File: src/rtl/alu_seq.sv
// Registered valid/ready ALU: single-cycle ops deliver one cycle after accept; MUL iterates WIDTH cycles.
// Result and flags hold while out_valid && !out_ready; `ALU_SEQ_MUL_EN enables the shift-add multiplier.
module alu_seq #(
   parameter  int WIDTH = 32,
   localparam int SHW   = $clog2(WIDTH)
) (
   input  logic             clk,
   input  logic             rst_n,
   input  logic [WIDTH-1:0] Src_1,
   input  logic [WIDTH-1:0] Src_2,
   input  logic [SHW-1:0]   Shamt,
   input  logic [3:0]       Funct,
   input  logic             in_valid,
   output logic             in_ready,
   output logic [WIDTH-1:0] ALU_result,
   output logic             zero,
   output logic             overflow,
   output logic             illegal,
   output logic             out_valid,
   input  logic             out_ready
);

   typedef enum logic [1:0] {IDLE, BUSY, DONE} state_t;

   state_t           state;
   logic             accept;
   logic [WIDTH-1:0] res_c;
   logic             ovf_c;
   logic             ill_c;
`ifdef ALU_SEQ_MUL_EN
   logic             is_mul;
   logic [WIDTH-1:0] mcand;
   logic [WIDTH-1:0] mplier;
   logic [WIDTH-1:0] acc;
   logic [WIDTH-1:0] prod_next;
   logic [SHW-1:0]   cnt;

   assign prod_next = acc + (mplier[0] ? mcand : '0);
`endif

   assign in_ready = (state == IDLE) || (state == DONE && out_ready);
   assign accept   = in_valid && in_ready;

   always_comb begin
      res_c = '0;
      ovf_c = 1'b0;
      ill_c = 1'b0;
`ifdef ALU_SEQ_MUL_EN
      is_mul = 1'b0;
`endif
      case (Funct)
         4'd0: begin
            res_c = Src_1 + Src_2;
            ovf_c = (Src_1[WIDTH-1] == Src_2[WIDTH-1]) && (res_c[WIDTH-1] != Src_1[WIDTH-1]);
         end
         4'd1: begin
            res_c = Src_1 - Src_2;
            ovf_c = (Src_1[WIDTH-1] != Src_2[WIDTH-1]) && (res_c[WIDTH-1] != Src_1[WIDTH-1]);
         end
         4'd2:  res_c = Src_1 << Shamt;
         4'd3:  res_c = Src_1 | Src_2;
         4'd4:  res_c = Src_1 & Src_2;
         4'd5:  res_c = Src_1 ^ Src_2;
         4'd6:  res_c = Src_1 >> Shamt;
         4'd7:  res_c = $signed(Src_1) >>> Shamt;
         4'd8:  res_c[0] = $signed(Src_1) < $signed(Src_2);
         4'd9:  res_c[0] = Src_1 < Src_2;
         4'd10: res_c = ~(Src_1 | Src_2);
`ifdef ALU_SEQ_MUL_EN
         4'd11: is_mul = 1'b1;
`endif
         default: ill_c = 1'b1;
      endcase
   end

   always_ff @(posedge clk or negedge rst_n) begin
      if (!rst_n) begin
         state      <= IDLE;
         ALU_result <= '0;
         zero       <= 1'b0;
         overflow   <= 1'b0;
         illegal    <= 1'b0;
         out_valid  <= 1'b0;
`ifdef ALU_SEQ_MUL_EN
         mcand      <= '0;
         mplier     <= '0;
         acc        <= '0;
         cnt        <= '0;
`endif
      end else if (accept) begin
`ifdef ALU_SEQ_MUL_EN
         if (is_mul) begin
            state     <= BUSY;
            out_valid <= 1'b0;
            mcand     <= Src_1;
            mplier    <= Src_2;
            acc       <= '0;
            cnt       <= '0;
         end else
`endif
         begin
            state      <= DONE;
            out_valid  <= 1'b1;
            ALU_result <= res_c;
            zero       <= (res_c == '0);
            overflow   <= ovf_c;
            illegal    <= ill_c;
         end
      end else if (state == DONE && out_ready) begin
         state     <= IDLE;
         out_valid <= 1'b0;
      end
`ifdef ALU_SEQ_MUL_EN
      // One multiplier bit per cycle; the final iteration writes straight into the result.
      else if (state == BUSY) begin
         acc    <= prod_next;
         mcand  <= mcand << 1;
         mplier <= mplier >> 1;
         cnt    <= cnt + 1'b1;
         if (cnt == SHW'(WIDTH - 1)) begin
            state      <= DONE;
            out_valid  <= 1'b1;
            ALU_result <= prod_next;
            zero       <= (prod_next == '0);
            overflow   <= 1'b0;
            illegal    <= 1'b0;
         end
      end
`endif
   end

endmodule

File: config.mk
export PLATFORM = sky130hd
export DESIGN_NAME = alu_seq
export DESIGN_NICKNAME = d
export VERILOG_FILES = /design/src/rtl/alu_seq.sv
export SDC_FILE = /design/constraint.sdc
export NUM_CORES = 1
export LEC_CHECK = 0
export BUFFER_PORTS_ARGS = -buffer_cell sky130_fd_sc_hd__buf_2
export CAP_MARGIN = 20
export CORE_ASPECT_RATIO = 2
export CORE_MARGIN = 3
export CORE_UTILIZATION = 28
export DETAILED_ROUTE_END_ITERATION = 10
export GPL_ROUTABILITY_DRIVEN = 1
export PLACE_DENSITY_LB_ADDON = 0.12
export RECOVER_POWER = 100
export SYNTH_ARGS = -nofsm -noshare
export SYNTH_HDL_FRONTEND = slang
export SYNTH_SLANG_ARGS = --single-unit
export TNS_END_PERCENT = 5
File: constraint.sdc
create_clock -name clk -period 4.6 [get_ports clk]
set_input_delay 0.92 -clock clk [delete_from_list [all_inputs] [get_ports clk]]
set_output_delay 0.92 -clock clk [all_outputs]
set_load 0.1 [all_outputs]
* Word-level counts from Yosys, hierarchy flattened
Index checks and enable logic that the tools add are counted.
Widths: inputs -> output; s select.
** Storage, ports and cells
- Bits in registers :: 38
- Bits in latches :: 0
- RAM bits :: 0
- Memory bits (read-only) :: 0
- Bits of input ports :: 77
- Word-level logic and storage cells :: 50
- Memories :: 0
** Operators by class
- Add/sub/neg operators :: 2
- $mul :: 0
- Div/mod/pow operators :: 0
- Order comparisons :: 2
- Equality and inequality tests :: 15
- Shift operators :: 3
- Muxes and demuxes :: 8
- Bitwise gates (word level) :: 4
- Reductions and logical operators :: 10
** Operator list (count)
- $pmux 31 s9 :: 1
- $lt 32x32->1 :: 2
- $add 32x32->32 :: 1
- $and 32x32->32 :: 1
- $logic_not 32->1 :: 1
- $not 32->32 :: 1
- $or 32x32->32 :: 1
- $shl 32x5->32 :: 1
- $shr 32x5->32 :: 1
- $sshr 32x5->32 :: 1
- $sub 32x32->32 :: 1
- $xor 32x32->32 :: 1
- $eq 4x3->1 const B :: 4
- $eq 4x4->1 const B :: 3
- $pmux 1 s11 :: 1
- $reduce_or 11->1 :: 1
- $eq 4x2->1 const B :: 2
- $eq 4x1->1 const B :: 1
- $logic_and 1x1->1 :: 4
- $logic_not 4->1 :: 1
- $mux 2 :: 2
- $mux 1 :: 3
- $ne 1x1->1 :: 3
- $eq 2x2->1 const B :: 1
- 5 further kinds :: 5

* Depth between registers and ports, before layout
- Depth in word-level cells :: 5
- Depth in mapped cells :: 16
- Gate-level depth less buffers :: 15

* Least setup slack after synthesis
Ideal clock, no wire load.
- Path kind :: input to register
- Start :: in Src_1[0]
- End :: reg zero
- Library setup time :: 0.092 ns
- Arrival time :: 3.911 ns
- Path slack :: 0.597 ns
- Cell stages on the path :: 13
- Buffers on the path :: 0
- Path through :: ha_1 -> fa_1 -> a21o_1 -> a221oi_2 -> o21ai_2 -> a31o_2 -> a21boi_0 -> mux2_2 -> a211oi_1 -> nand4_1 -> nor4_1 -> nand4_1 -> o31ai_2
** On the way
- Longest elaborated chain between the ends :: 4
- Elaborated cells on any way between the ends :: 14
** Ends and longest elaborated chain
- from (decl) :: RTL line 9 : input logic [WIDTH-1:0] Src_1,
- branches (longest 3 deep; another with $sub 32x32->32)
- $logic_not 32->1 * :: RTL line 105 : zero <= (res_c == '0);
- to (signal assigned) :: RTL line 105
- to (decl) :: RTL line 16 : output logic zero,
Every way passes the cells marked *.
A chain may end at the register's enable or synchronous reset.

* Worst setup path after layout
- Start :: in Shamt[1]
- End :: reg zero
** On the way
- Longest elaborated chain between the ends :: 3
- Elaborated cells on any way between the ends :: 6
** Ends and longest elaborated chain
- from (decl) :: RTL line 11 : input logic [SHW-1:0] Shamt,
- $sshr 32x5->32, or another cell as far along :: RTL line 65 : 4'd7: res_c = $signed(Src_1) >>> Shamt;
- $pmux 1 s11 / $pmux 31 s9 (equally long branches) :: RTL line 51 : case (Funct)
- $logic_not 32->1 * :: RTL line 105
Every way passes the cells marked *; elsewhere a longest branch is shown, timed or not.

==> impl_metrics.csv <==
group,metric,value,unit
final_layout,final_cells,2587,
floorplan,die_y,303,um
synthesis,ys_warn_count,0,
sta,max_clock_freq,223,MHz
detailed_routing,viasPerCell,6.05,
synthesis,ys_async_sr_fraction,100,%
power_and_ir_drop,netSwitchingFraction,56.5,%
placed_design,place_ws,-0.750,ns
synthesis,synth_enable_flop_cells,0,
detailed_routing,drc,0,
cts,cts_made_buffers,5,
synthesis,synth-seq-cells,36,
final_layout,layout.nets,2211,
cts,clock-sinks,36,
cts,cts_root_buffer,"clkbuf_16",
synthesis,netlist_instances,1676,
synthesis,syn-cell-area,12400,um2
grt,grt_usage,34.9,%
grt,grt_antenna_before_repair,0,
synthesis,ys_types,105,
worst_setup_path,required,4.80,ns
synthesis,synth_area_leader_cell,"ha_1",
floorplan,ioPinCount,114,
sta,final.min_clock_period,4.48,ns
synthesis,synth_nets,1851,
synthesis,synth_area_per_cell,7.37,um2
grt,grt_max_degree,55,
sta,final_hold_viol_count,0,
power_and_ir_drop,powerDensity,201,nW/um2
worst_setup_path,start_kind,"input port",
power_and_ir_drop,leakage,7.12,nW
detailed_routing,wl_per_cell,32.6,um
placed_design,hpwl,71900,um
sta,setup_tns,0,ns
power_and_ir_drop,combPwrFrac,77.6,%
placed_design,gp_congestion,1.09,
job,maxCapViolations,1,
power_and_ir_drop,clkPwrFrac,10.1,%
cts,clockBufferDepth,2,
synthesis,synth.yosys.seq_area_share,7.29,%
final_layout,drive_above_1_share,29.6,%
floorplan,row_count,108,
cts,ctsHoldBuffers,0,
final_layout,layout_commonest_cell,"buf_4",
cts,clkTransAtPathRegs,0.05,ns
final_layout,final_cell_mix,"buf_4 (374), nand2_1 (151), nor2_1 (139)",
detailed_routing,first_pass_iters,5,
detailed_routing,routed_wl,84300,um
worst_hold_path,hold_class,"reg -> reg",
grt,grt_overflow,0,
sta,relSlewSlack,-28.2,%
cts,cts_max_level,2,
cts,cts_tree,"yes",
synthesis,synth_flop_cell,"dfrtp_1",
synthesis,synth_top_area_share,9.72,%
sta,worst_pin_slew,1.92,ns
floorplan,start_util,28.4,%
detailed_routing,vias,15600,
worst_setup_path,setup.worst_path.class,"in -> reg",
detailed_routing,drt_iter0_drc,1142,
power_and_ir_drop,p_switching,1.83,mW
cts,insertion_delay,0.29,ns
final_layout,syn2layout_area_growth,30.5,%
power_and_ir_drop,seq_power_share,12.3,%
worst_setup_path,crit_path_end_kind,"register",
sta,finalSetupViolations,0,
placed_design,io_buffers,113,
detailed_routing,drtAntennaViolNets,0,
status,status,"finished with violations",
floorplan,die_x,155,um
worst_setup_path,crit_path_max_fanout,18,
placed_design,place_inst,2579,
floorplan,dieArea,46800,um2
power_and_ir_drop,peakVddDrop,0.189,mV
floorplan,core_area,43500,um2
sta,fin_crit_sh,97.3,%
grt,first_global_vias,16200,
synthesis,synth_area_leaders,"ha_1 (9.7%), dfrtp_1 (7.3%), mux2i_1 (6.9%)",
status,violations,"max-capacitance violations, max-slew violations",
worst_setup_path,critPathArrivalTime,4.68,ns
power_and_ir_drop,power.internal,1.41,mW
sta,finClkSkew,0.00307,ns
grt,grt_pass1_wl,118000,um
sta,finalWorstSetupSlack,0.124,ns
sta,report.final.slew_viol_count,37,
cells in the mapped netlist (11+ instances only):
cell type    n
a211oi_1    32
a21oi_1    113
buf_4       12
mux4_2      35
dfrtp_1     36
mux2i_1     85
a21o_1      18
nor2b_1     23
a31oi_1     24
nor2_1     139
a221oi_1    13
a22oi_1     21
a311oi_1    12
o2111ai_1   12
clkbuf_1    68
mux2_2      52
nand2b_1    18
nand3_1     34
buf_2       53
nor4_1      17
nand2_1    152
nand4_1     12
o21ai_0     96
o211ai_1    30
o22ai_1     41
xnor2_1     16
ha_1        96
or3_1       13
inv_1      102
nor3_1      48
o31ai_1     11
routing by layer:
metal / vias to the layer above / global-route usage, % / wire [um]
met5: - / 0 / 0
met4: 0 / 28.0 / 8550
met3: 270 / 3.27 / 3600
met2: 614 / 65.3 / 44100
met1: 7697 / 34.6 / 28000
li1: 7060 / - / -
final cells by class:
class | count | area (um2)
Clock buffer | 5 | 125
Fill cell | 4836 | 27400
Multi-Input combinational cell | 1390 | 10400
Timing Repair Buffer | 500 | 3590
Sequential cell | 36 | 901
Tap cell | 550 | 688
Inverter | 103 | 387
Clock inverter | 2 | 12.5
Antenna cell | 1 | 2.50
worst max-delay path, cell delays in order:
cell,delay [ns]
buf_4,0.29
clkbuf_1,0.29
mux2i_1,0.35
mux2i_1,0.17
a21oi_1,0.18
a311o_1,0.13
buf_4,0.14
nor4bb_1,0.93
and3_1,0.28
nand4_1,0.10
buf_4,0.17
nor4_4,0.32
nand4_1,0.16
o31ai_2,0.22
per-stage QoR:
step / total power [mW] / cell area (um2) / hold WS, ns / util [%]
after floorplan: 1.82 / 12400 / 0.624 / -
after global placement: 2.89 / 16000 / 0.459 / 36.7
after global routing: 3.38 / 16100 / 0.495 / 37.1
final: 3.24 / 16100 / 0.470 / 37.1
after detailed placement: 2.88 / 16000 / 0.465 / 36.7
after CTS: 3.23 / 16100 / 0.477 / 37.0
flip-flops by register name, summed over array words and instances (netlist names):
signal	count
ALU_result	32
overflow	1
illegal	1
state	1
zero	1
final timing paths:
path,slack (ns),startpoint,cells past startpoint,endpoint
max in group asynchronous,2.33,rst_n,1,ALU_result[6]
worst min-delay path,0.47,ALU_result[17],2,ALU_result[17]
worst max-delay path,0.12,Shamt[1],14,zero
worst min register to register,0.47,ALU_result[17],2,ALU_result[17]
min in group asynchronous,1.15,rst_n,1,ALU_result[0]
worst max register to register,1.25,state[1],11,zero
cell families (layout without fill, tap and decap cells):
| logic type | after synthesis | in the layout | synth area share [%] |
|---|---|---|---|
| muxes | 177 | 177 | 19.0 |
| xor gates and xnor gates | 20 | 20 | 1.42 |
| and+or+nand+nor | 530 | 530 | 21.2 |
| AOI/OAI and AO/OA | 565 | 565 | 31.8 |
| other | 0 | 1 | 0 |
| adders and majority gates | 98 | 98 | 10.0 |
| DFF | 36 | 36 | 7.29 |
| buffers and inverters | 250 | 610 | 9.21 |
repair_timing:
| action | CTS | global route |
|---|---|---|
| setup endpoints to repair | 1 | 2 |
| setup buffers | 0 | 0 |
| pin swaps | 0 | 0 |
| resized for setup | 4 | 12 |
power groups by stage:
stage	clock [mW]	combinational (mW)	sequential, mW
3_5_place_dp	0	2.48	0.404
4_1_cts	0.342	2.49	0.398
2_1_floorplan	0	1.01	0.811
5_1_grt	0.345	2.63	0.406
3_3_place_gp	0	2.49	0.401
6_report	0.327	2.51	0.398
No activity file was read; power rests on OpenSTA's default activity.
